`src/rtl/glitch_free_func_if.sv`:
```
// Handshake bundle for glitch_free_func.
//   en   : filter enable
//   byp  : bypass qualification (effective only with en=1)
//   in   : N asynchronous function inputs
//   f    : registered glitch-free function output
//   chg  : one-cycle pulse on every change of f
//   busy : a candidate change of f is being qualified
// master drives en/byp/in and observes f/chg/busy; slave is the filter side.
interface glitch_free_func_if #(
    parameter int unsigned N = 4
) ();
    logic         en;
    logic         byp;
    logic [N-1:0] in;
    logic         f;
    logic         chg;
    logic         busy;

    modport master (output en, byp, in, input f, chg, busy);
    modport slave  (input en, byp, in, output f, chg, busy);
endinterface

```
`src/rtl/glitch_free_func.sv`:
```
// Glitch-free combinational function of asynchronous inputs.
// The inputs are synchronised through a SYNC-deep flop chain, looked up in
// TRUTH, and the result only reaches f after it has disagreed with f for
// STABLE consecutive edges (or immediately in bypass mode).
// Ports:
//   clk : rising-edge clock
//   rst : synchronous active-high reset
//   bus : glitch_free_func_if slave (en, byp, in -> f, chg, busy)
module glitch_free_func #(
    parameter int unsigned         N      = 4,
    parameter logic [(1<<N)-1:0]   TRUTH  = 16'h3F75,
    parameter int unsigned         SYNC   = 2,
    parameter int unsigned         STABLE = 3
) (
    input logic               clk,
    input logic               rst,
    glitch_free_func_if.slave bus
);
    localparam int unsigned   CW     = $clog2(STABLE + 1);
    localparam logic [CW-1:0] CntMax = CW'(STABLE - 1);

    logic [N-1:0]  sync_q [SYNC];
    logic [CW-1:0] cnt_q, cnt_d;
    logic          f_q, f_d;
    logic          chg_q, chg_d;
    logic          raw;

    assign raw = TRUTH[sync_q[SYNC-1]];

    always_ff @(posedge clk) begin
        if (rst) begin
            for (int i = 0; i < SYNC; i++) begin
                sync_q[i] <= '0;
            end
            cnt_q <= '0;
            f_q   <= TRUTH[0];
            chg_q <= 1'b0;
        end else begin
            sync_q[0] <= bus.in;
            for (int i = 1; i < SYNC; i++) begin
                sync_q[i] <= sync_q[i-1];
            end
            cnt_q <= cnt_d;
            f_q   <= f_d;
            chg_q <= chg_d;
        end
    end

    // Any edge that does not extend a disagreement streak clears cnt, so
    // disable, bypass and a reverting raw all restart qualification.
    always_comb begin
        cnt_d = '0;
        f_d   = f_q;
        chg_d = 1'b0;
        if (bus.en) begin
            if (bus.byp) begin
                f_d   = raw;
                chg_d = (raw != f_q);
            end else if (raw != f_q) begin
                if (cnt_q == CntMax) begin
                    f_d   = raw;
                    chg_d = 1'b1;
                end else begin
                    cnt_d = cnt_q + CW'(1);
                end
            end
        end
    end

    assign bus.f    = f_q;
    assign bus.chg  = chg_q;
    assign bus.busy = bus.en & ~bus.byp & (raw != f_q);
endmodule

```
`src/flat_wrapper.sv`:
```
// flat-port wrapper written by rule: the top's interface ports become plain ports
module glitch_free_func_flat 
#(
    parameter int unsigned         N      = 4,
    parameter logic [(1<<N)-1:0]   TRUTH  = 16'h3F75,
    parameter int unsigned         SYNC   = 2,
    parameter int unsigned         STABLE = 3
)
  (clk, rst, bus_en, bus_byp, bus_in, bus_f, bus_chg, bus_busy);
  glitch_free_func_if #(.N(N)) bus_i ();
  input logic clk;
  input logic rst;
  input wire logic [$bits(bus_i.en)-1:0] bus_en;
  input wire logic [$bits(bus_i.byp)-1:0] bus_byp;
  input wire logic [$bits(bus_i.in)-1:0] bus_in;
  output wire logic [$bits(bus_i.f)-1:0] bus_f;
  output wire logic [$bits(bus_i.chg)-1:0] bus_chg;
  output wire logic [$bits(bus_i.busy)-1:0] bus_busy;
  assign bus_i.en = bus_en;
  assign bus_i.byp = bus_byp;
  assign bus_i.in = bus_in;
  assign bus_f = bus_i.f;
  assign bus_chg = bus_i.chg;
  assign bus_busy = bus_i.busy;
  glitch_free_func #(.N(N), .TRUTH(TRUTH), .SYNC(SYNC), .STABLE(STABLE)) u_core (.clk(clk), .rst(rst), .bus(bus_i));
endmodule
```
`config.mk`:
```
export PLATFORM = sky130hd
export DESIGN_NAME = glitch_free_func_flat
export DESIGN_NICKNAME = d
export VERILOG_FILES = /design/src/rtl/glitch_free_func_if.sv /design/src/rtl/glitch_free_func.sv /design/src/flat_wrapper.sv
export SDC_FILE = /design/constraint.sdc
export NUM_CORES = 1
export LEC_CHECK = 0
export ABC_AREA = 1
export CORE_AREA = 2 2 39 41
export CTS_BUF_LIST = sky130_fd_sc_hd__clkbuf_8
export CTS_CLUSTER_DIAMETER = 60
export DETAILED_ROUTE_END_ITERATION = 16
export DIE_AREA = 0 0 41 43
export SKIP_CTS_REPAIR_TIMING = 1
export SYNTH_ARGS = -nofsm -noshare
export SYNTH_HDL_FRONTEND = slang
export SYNTH_SLANG_ARGS = --single-unit
```
`constraint.sdc`:
```
create_clock -name clk -period 1.5 [get_ports clk]
set_input_delay 0.15 -clock clk [delete_from_list [all_inputs] [get_ports clk]]
set_output_delay 0.15 -clock clk [all_outputs]
set_load 0.05 [all_outputs]
```
After elaboration in Yosys (flattened, before gate mapping)
Memory sizes are Yosys's and may differ from the RTL's.
Index checks and enable logic that the tools add are counted.
{ "totals": {"register_bits": 4, "ram_bits": 8, "mem_bits_ro": 16, "inputBits": 8, "output_inout_bits": 3, "wordCells": 33, "memories": 2} }
{ "memory_table": {"columns": ["name", "depth", "width", "rd", "rd_ports_with_merged_regs", "wr", "line", "source"], "rows": [
  ["(name not given)", 16, 1, 1, 0, 0, "glitch_free_func.sv:28", "assign raw = TRUTH[sync_q[SYNC-1]];"],
  ["u_core.sync_q", 2, 4, 2, 0, 2, "glitch_free_func.sv:22", "logic [N-1:0] sync_q [SYNC];"]
]} }
{ "classes": {"n_addsub": 1, "n_lt_le_gt_ge": 1, "n_eq_ne": 2, "muxes": 12, "n_bitwise": 7, "reduce_logical": 5} }
{ "op_table": {"columns": ["operator", "n"], "rows": [
  ["2-to-1 mux 1 bit", 10],
  ["2-to-1 mux 4 bit", 2],
  ["< comparator 4 x 5 -> 1 bit, second input constant", 1],
  ["OR reduction 5 bit", 1],
  ["nonzero test 2 bit", 2],
  ["inverter 1 bit", 3],
  ["AND reduction 3 bit", 1],
  ["adder 2 x 1 -> 2 bit, second input constant", 1],
  ["bitwise AND 1 bit", 2],
  ["equality test 2 bit, second input constant", 1],
  ["bitwise OR 1 bit", 2],
  ["OR reduction 2 bit", 1],
  ["inequality test 1 bit", 1]
]} }

Logic depth before layout (Yosys ltp)
Gate-level depths: netlist of the first run.
{ "depth": {"ltp_word": 5, "ltp_mapped": 8, "ltp_nobuf": 8} }

Least setup slack after synthesis of the first run
Ideal clock, no wire load.
{ "synth_path": {"path_kind": "register to output", "from": "reg u_core.f_q, in the netlist u_core.bus.f", "to": "out bus_busy", "arrival_ns": 1.625, "required_time_ns": 1.350, "slack_ns": -0.275, "path_stages_with_launch": 5, "path_buffers": 0, "path_cell_list": "dfxtp_1 > nand3_2 > nand2_2 > nand2_2 > nor2_1"} }
{ "synth_via": {"elab_chain_len": 2} }
{ "synth_lines": {"columns": ["element", "line", "source"], "rows": [
  ["start: declaration", "glitch_free_func.sv:24", "logic f_q, f_d;"],
  ["start signal: assignment", "glitch_free_func.sv:36", "f_q <= TRUTH[0];"],
  ["inequality test 1 bit", "glitch_free_func.sv:72", "assign bus.busy = bus.en & ~bus.byp & (raw != f_q);"],
  ["bitwise AND 1 bit", "glitch_free_func.sv:72", null],
  ["end: declaration", "flat_wrapper.sv:18", "output wire logic [$bits(bus_i.busy)-1:0] bus_busy;"]
]} }
No other way between the ends.

==> metrics list, run 1 <==
- The flow ran to the end, and the final reports show no timing, DRC or antenna violations.
- After synthesis the cells add up to 482 um2.
- Count of input and output buffers: 10
* Flops & latches, synth: 12
* Final hold violation count: 0
- By count the netlist is led by 18 x sky130_fd_sc_hd__inv_1, 13 x sky130_fd_sc_hd__nor2_1, 12 x sky130_fd_sc_hd__dfxtp_1, 7 x sky130_fd_sc_hd__nand2_1, 4 x sky130_fd_sc_hd__nand2_2.
* Worst-path fanout max: 4
* Sequence of cells on the critical path: nand2_1 > o21ai_1 > nand3_2 > nand2_2 > nand2_2 > nor2_4 > buf_12
* DRC violation count after routing: 0
- The number of nets handed over by synthesis was 73.
- The first TritonRoute pass finished after 4 iterations.
- Timing analysis after detailed placement gives a worst setup slack of 172 ps.
* WL per Instance: 7.50 um
* Cell family contributing the most delay on the critical path: simple AND/OR/NAND/NOR gates
- Total power divided by cell area: 1150 nW/um2
- The final route contains 393 vias.
* Number of top-level design ports: 11
- Counting flops with a built-in enable in the synthesized netlist gives 0.
- Critical-path cell with the highest stage delay: sky130_fd_sc_hd__dfxtp_1
- The path class of the tightest hold or removal check is flop to flop.
- In this run the number of H-tree levels came out at 1.
* Layout overhead on the synthesized area: 40.0%
- TritonCTS Sinks: 12
- Buffer cell driving the clock tree root: sky130_fd_sc_hd__clkbuf_8
- Setup Skew: 3.94 ps
* Slew HR: 85.0%
- The final layout contains routed wiring with a total length of 705 um.
* Maximum clock insertion buffer count: 2
* Logic pwr share: 11.8%
- Clock insertion delay at the later pin of the skew report: 240 ps
- Arr. time, crit path: 1260 ps
- Launching element type of the critical path: flop
* Internal power: 0.606 mW
- Average cell area after synthesis: 7.53 um2
- Die height: 43 um
* Share of final-layout standard cells stronger than drive strength 1: 21.8%
* Post-route ant nets: 0
- Number of standard cells after synthesis: 64
- The die covers 1760 um2.
* Bufs and invs on worst path: 1
- After synthesis, the netlist uses 13 different library cells.
- DRC marker count from the first detailed-route iteration: 3
* Largest cells by area after synthesis: sky130_fd_sc_hd__dfxtp_1 50%, sky130_fd_sc_hd__inv_1 14%, sky130_fd_sc_hd__nor2_1 10%
* Unrepaired setup endpoints after global routing: no
* Die Span X: 41 um
* GP Congestion: 0.641
* Synth Flop Type: sky130_fd_sc_hd__dfxtp_1
* Starting Density: 34.8%
- Warnings from Yosys: 0
* Sum of overflow across all layers after global routing: 0
- In this run the standard cell core region covers 1380 um2.
- Wire length of the first global-routing pass: 1.35 mm
- Number of max-slew violations in the final report: 0
* CTS tree: yes
- Clock share of power: 44.4%
* Minimum setup slack in the final design: 89.1 ps
- Of all cell types, the one taking the most synthesized area is sky130_fd_sc_hd__dfxtp_1.
* Count of final setup violators: 0
- Global-route total usage across every layer: 11.7%
- CTS clock-pin slew for the worst setup and hold paths: 50 ps
- The worst setup path is of the flop to output port kind.
- Most used cell along the critical path: sky130_fd_sc_hd__nand2_2
* Switching power of the nets: 0.169 mW
* Half-perimeter wire length after detailed placement: 566 um
- Data on the critical path is required at its endpoint by 1350 ps.
- Most common cell in the synthesized netlist: sky130_fd_sc_hd__inv_1
- The number of antenna violations at the first check in global routing is 0.
- After detailed placement, the design holds a cell count of 90.
- The via count of the first global-routing pass is 369.
- Worst setup EP type: output port
* Hold WS: 397 ps
* Delay contributed by the slowest stage of the critical path: 360 ps
- After layout, the minimum clock period comes to 1410 ps.
- Worst IR drop on VDD: 0.480 mV
- Post-synthesis sequential area ratio: 49.9%
- Switching Fraction: 21.8%
- After the flow finishes, the layout carries non-filler instances totaling 94.
* Total CTS buffers: 3
* Count of maximum capacitance violations: 0
- Setup total negative slack: 0 ps
- Sequential cells account for 43.7% of the total power.
* Row count: 14
- For this run, the top clock speed supported by timing is 709 MHz.
* Maximum number of pins on one net before global-route repair: 11
- The top cell type by area accounts for 49.9% of the synthesized area.
- Share of flip-flops with an asynchronous set or reset: 0%
- In this run the static leakage power is 0.323 nW.
- Dividing the final minimum period by the clock period gives 94.1%.
* Slew at the pin with the worst max-slew slack: 224 ps
- Dividing the detail-routed via count by the number of cells gives 4.18.
- The net count of the finished layout is 88.
- 0 antenna diodes ended up in the layout.
-- sequential cells by signal (all words and copies together) (netlist names) --
signal          flops
u_core.sync_q       8
u_core.cnt_q        2
u_core.bus.chg      1
u_core.bus.f        1
-- kinds of logic (layout without fill, tap and decap cells) --
logic type	count (synthesis)	count (layout)	share of synthesized area [%]
DFF	12	12	49.9
buffers and inverters	19	33	14.8
AOI/OAI and AO/OA	2	2	2.60
and+or+nand+nor	30	30	30.1
adders and majority gates	1	1	2.60
-- cells in the final DEF (no fill, tap or decap) --
cell and instances:
sky130_fd_sc_hd__inv_1 18, sky130_fd_sc_hd__nor2_1 12, sky130_fd_sc_hd__dfxtp_1 11, sky130_fd_sc_hd__nand2_1 7, sky130_fd_sc_hd__clkdlybuf4s50_1 7, sky130_fd_sc_hd__nand2_2 4
sky130_fd_sc_hd__clkbuf_8 4, sky130_fd_sc_hd__buf_4 3, sky130_fd_sc_hd__nand3_1 2, sky130_fd_sc_hd__nand3_2 2, sky130_fd_sc_hd__o21ai_1 1, sky130_fd_sc_hd__nor2_4 1
sky130_fd_sc_hd__nor3_2 1, sky130_fd_sc_hd__o211ai_1 1, sky130_fd_sc_hd__nor3_1 1, sky130_fd_sc_hd__ha_1 1, sky130_fd_sc_hd__buf_12 1, sky130_fd_sc_hd__dfxtp_2 1
-- worst paths after layout --
check                                                 endpoint  slack [ps]  depth (start not counted)                            from
worst max-delay path                                  bus_busy          90                          7  u_core.sync_q[0][6]$_SDFF_PP0_
worst min-delay path            u_core.sync_q[0][7]$_SDFF_PP0_         400                          2  u_core.sync_q[0][3]$_SDFF_PP0_
worst max register to register       u_core.bus.f$_SDFFE_PP1P_         320                          8      u_core.cnt_q[0]$_SDFF_PP0_
worst min register to register  u_core.sync_q[0][7]$_SDFF_PP0_         400                          2  u_core.sync_q[0][3]$_SDFF_PP0_
-- per-layer routing --
metal,GRT usage [%],share of wire [%],routed length [um]
met5,0,0,0
met4,12.0,3.1,22
met3,1.57,2.0,14
met2,15.9,49,348
met1,14.4,45,319
-- power groups by stage --
stage | clock [mW] | combinational, mW | sequential, mW
finish | 0.344 | 0.0918 | 0.339
global route | 0.371 | 0.102 | 0.341
CTS | 0.356 | 0.0928 | 0.339
detailed placement | 0 | 0.0925 | 0.346
global placement | 0 | 0.0911 | 0.345
floorplan | 0 | 0.0462 | 0.353
-- area by class of cell --
type                            instances  area (um2)
Clock buffer                            4        55.1
Fill cell                             138         709
Inverter                               18        67.6
Multi-Input combinational cell         33         178
Sequential cell                        12         241
Tap cell                               16        20.0
Timing Repair Buffer                   11         113
-- stage by stage --
stage          cell area, um2  power, mW  util (%)
6_report                  674      0.775      48.7
5_1_grt                   674      0.814      48.7
4_1_cts                   673      0.787      48.6
3_3_place_gp              618      0.436      44.7
3_5_place_dp              618      0.438      44.7
2_1_floorplan             489      0.399         -
-- worst register-to-register path: cells and delay by family (launching register included) --
family | cells | cell delay [ps]
adder cells (fa/ha/maj) | 1 | 200
buffers and inverters | 2 | 100
flip-flops | 1 | 330
AND/OR/NAND/NOR | 4 | 360
AO/OA/AOI/OAI | 1 | 100
(Power assumes the default switching activity.)
==> inputs of run 2 (changes only) <==
--- a/config.mk
+++ b/config.mk
@@ -11,6 +11,9 @@
 export CTS_CLUSTER_DIAMETER = 60
 export DETAILED_ROUTE_END_ITERATION = 16
 export DIE_AREA = 0 0 41 43
+export MAX_ROUTING_LAYER = met4
+export REMOVE_ABC_BUFFERS = 1
+export SETUP_SLACK_MARGIN = 0.02
 export SKIP_CTS_REPAIR_TIMING = 1
 export SYNTH_ARGS = -nofsm -noshare
 export SYNTH_HDL_FRONTEND = slang
==> run 2 against run 1 <==
Core utilization decreased by 0.63 points. Flip-flop and latch count is the same. Combinational power is essentially flat. Setup slack gained 42 ps. Clock-buffer cell count is 1 lower. Non-clock buffer count unchanged. Global-route usage down 0.21 points. Clock skew down 2.1 ps. Largest power group is now sequential cells.
==> metrics list, run 2 (synthesis results as in run 1) <==
* Run status: completed
* Buffer cell driving the clock tree root: sky130_fd_sc_hd__clkbuf_8
* Count of maximum capacitance violations: 0 (unchanged)
- The number of nets in the layout was 88 (unchanged).
* CTS tree: yes
- Drt via density: 3.91 (-6.4%)
* Number of flip-flops in the largest register: 8 (unchanged)
- Commonest non-fill, non-tap cell in the layout: sky130_fd_sc_hd__inv_1
- Fmax: 730 MHz (+3.0%)
- Worst min-delay path startpoint: u_core.sync_q[0][2]$_SDFF_PP0_
- The arrival time at the worst endpoint was 1220 ps (-40 ps).
- The area of the placeable core came to 1380 um2 (unchanged).
- The initial core utilization came to 34.8% (unchanged).
- The total number of H-tree levels was 1 (unchanged).
- Worst hold path class: flop to flop
- The largest fanout on the critical path came to 3 (-1).
* Setup Skew: 1.82 ps (-2.13 ps)
- Traced cell by cell, the critical path runs through inv_1 > nand2_2 > nand3_2 > nand2_2 > nand2_2 > nor2_4 > buf_12.
- Final hold violation count: 0 (unchanged)
* Unrepaired setup endpoints after global routing: no
* Launching element type of the critical path: flop
* Count of input and output buffers: 10 (unchanged)
- The count of standard-cell rows is 14 (unchanged).
- Die height: 43 um (unchanged)
- Maximum number of pins on one net before global-route repair: 9 (-2)
- Clock insertion delay at the later pin of the skew report: 240 ps (about the same)
- CTS clock-pin slew for the worst setup and hold paths: 50 ps (about the same)
- The overall die area was 1760 um2 (unchanged).
- The final HPWL from detailed placement was 532 um (-5.9%).
* Most used cell along the critical path: sky130_fd_sc_hd__nand2_2
- The number of antenna violations at the first check in global routing was 0 (unchanged).
* PnR Total Power: 0.717 mW (-7.5%)
- WL per Instance: 7.42 um (-1.1%)
- Number of global-route vias before repair: 311 (-16%)
- The reg-to-reg setup timing slack was 360 ps (+40 ps).
- The boundary pin count is 11 (unchanged).
- The leakage power came to 0.318 nW (-1.7%).
- Data required time at the worst endpoint: 1350 ps (about the same)
- Launch point of the worst reg-to-reg path: u_core.cnt_q[0]$_SDFF_PP0_
- Register with the most flip-flops: u_core.sync_q
- GP Congestion: 0.616 (-3.9%)
* Area occupied by registers: 241 um2 (unchanged)
- The final design utilization came to 48.1% (-0.63 points).
- The worst setup path is of the flop to output port kind.
* Worst reg2reg path endpoint: u_core.bus.f$_SDFFE_PP1P_
- The transition time of the tightest slew-check pin came to 238 ps (+13.8 ps).
- Final wirelength: 690 um (-2.1%)
- The fraction of layout cells with a size suffix above 1 came to 22.1% (+0.28 points).
- Number of filler instances in the final layout: 124 (-10%)
- Layout overhead on the synthesized area: 38.2%
- Count of final setup violators: 0 (unchanged)
- Delay contributed by the slowest stage of the critical path: 340 ps (-20 ps)
* Critical-path cell with the highest stage delay: sky130_fd_sc_hd__dfxtp_1
- The worst setup path is captured at an output port.
- Antenna cell count: 0 (unchanged)
* Via count: 364 (-7.4%)
- The final number of max-transition violations was 0 (unchanged).
- Sum of overflow across all layers after global routing: 0 (unchanged)
- The number of design rule violations left after detail routing came to 0 (unchanged).
* Die Span X: 41 um (unchanged)
- In the layout the commonest cells are 18 x sky130_fd_sc_hd__inv_1, 12 x sky130_fd_sc_hd__nor2_1, 11 x sky130_fd_sc_hd__dfxtp_1.
- Area occupied by multi-input gates: 183 um2 (+2.8%)
- The clock buffer count from CTS is 3 (unchanged).
* DRC marker count from the first detailed-route iteration: 3 (unchanged)
- The total global routing track utilization was 11.5% (-0.21 points).
- Worst IR drop on VDD: 0.575 mV (+20%)
- Post-placement setup slack: 241 ps (+69.5 ps)
- Minimum period implied by the final worst setup slack: 1370 ps (-41.7 ps)
- The number of buffers on the longest clock path came to 2 (unchanged).
- The worst hold path terminates at u_core.sync_q[0][6]$_SDFF_PP0_.
* Minimum setup slack in the final design: 131 ps (+41.7 ps)
- First-pass iteration count of the detailed router: 3 (-1)
* TritonCTS Sinks: 12 (unchanged)
* Post-route ant nets: 0 (unchanged)
* FF-to-FF path depth: 8 (unchanged)
- The cell area power density was 1080 nW/um2 (-6.3%).
* Largest registers: u_core.sync_q (8), u_core.cnt_q (2)
- Count of cells along the worst hold path: 2 (unchanged)
- The worst slew slack as a fraction of its limit came to 84.1% (-0.92 points).
- Wire length of the first global-routing pass: 1.22 mm (-9.2%)
* Final worst-path cycle share: 91.3% (-2.8 points)
-- run 2: cell count changes in the layout (fill, tap and decap cells not counted) --
cell,delta
sky130_fd_sc_hd__nand3_1,-1
sky130_fd_sc_hd__nand3_2,+1
sky130_fd_sc_hd__clkbuf_8,-1
-- run 2: worst max-delay path, delay by kind of cell, from the launching register on --
kind | cells | cell delay [ps]
buffers and inverters | 2 | 190
flip-flops | 1 | 340
AND/OR/NAND/NOR | 5 | 440
-- run 2: worst max path at each step --
| stage | startpoint | endpoint | slack [ps] | cells past startpoint |
|---|---|---|---|---|
| floorplan | u_core.bus.f$_SDFFE_PP1P_ | bus_busy | -270 | 4 |
| global placement | bus_en | bus_busy | 230 | 4 |
| detailed placement | bus_byp | u_core.bus.f$_SDFFE_PP1P_ | 240 | 7 |
| CTS | u_core.sync_q[0][6]$_SDFF_PP0_ | bus_busy | -1 | 7 |
| global route | u_core.sync_q[0][7]$_SDFF_PP0_ | bus_busy | 30 | 8 |
| finish | u_core.sync_q[0][7]$_SDFF_PP0_ | bus_busy | 130 | 7 |
-- run 2: stage by stage --
stage	instances	setup TNS (ps)	cell area [um2]	hold slack (ps)
after floorplan	63	-275	478	219
after global placement	90	0	611	390
after detailed placement	90	0	611	392
after CTS	93	-1.49	652	399
after global routing	93	0	666	416
final	93	0	666	390
-- run 2: layout make-up --
| class | count | area share [%] |
|---|---|---|
| Sequential cell | 12 | 36.3 |
| Tap cell | 16 | 3.01 |
| Timing Repair Buffer | 11 | 16.9 |
| Inverter | 18 | 10.2 |
| Multi-Input combinational cell | 33 | 27.4 |
| Clock buffer | 3 | 6.20 |
-- run 2: per-layer routing --
layer	GRT usage [%]	vias to the layer above	wire length, um
li1	-	211	-
met1	13.8	144	342
met2	13.1	6	302
met3	4.71	3	22
met4	12.0	0	22
met5	-	-	0
-- run 2: report_power, final --
part / switching [mW] / internal (mW)
Clock: 0.109 / 0.176
Combinational: 0.0497 / 0.0425
Sequential: 0.00603 / 0.333
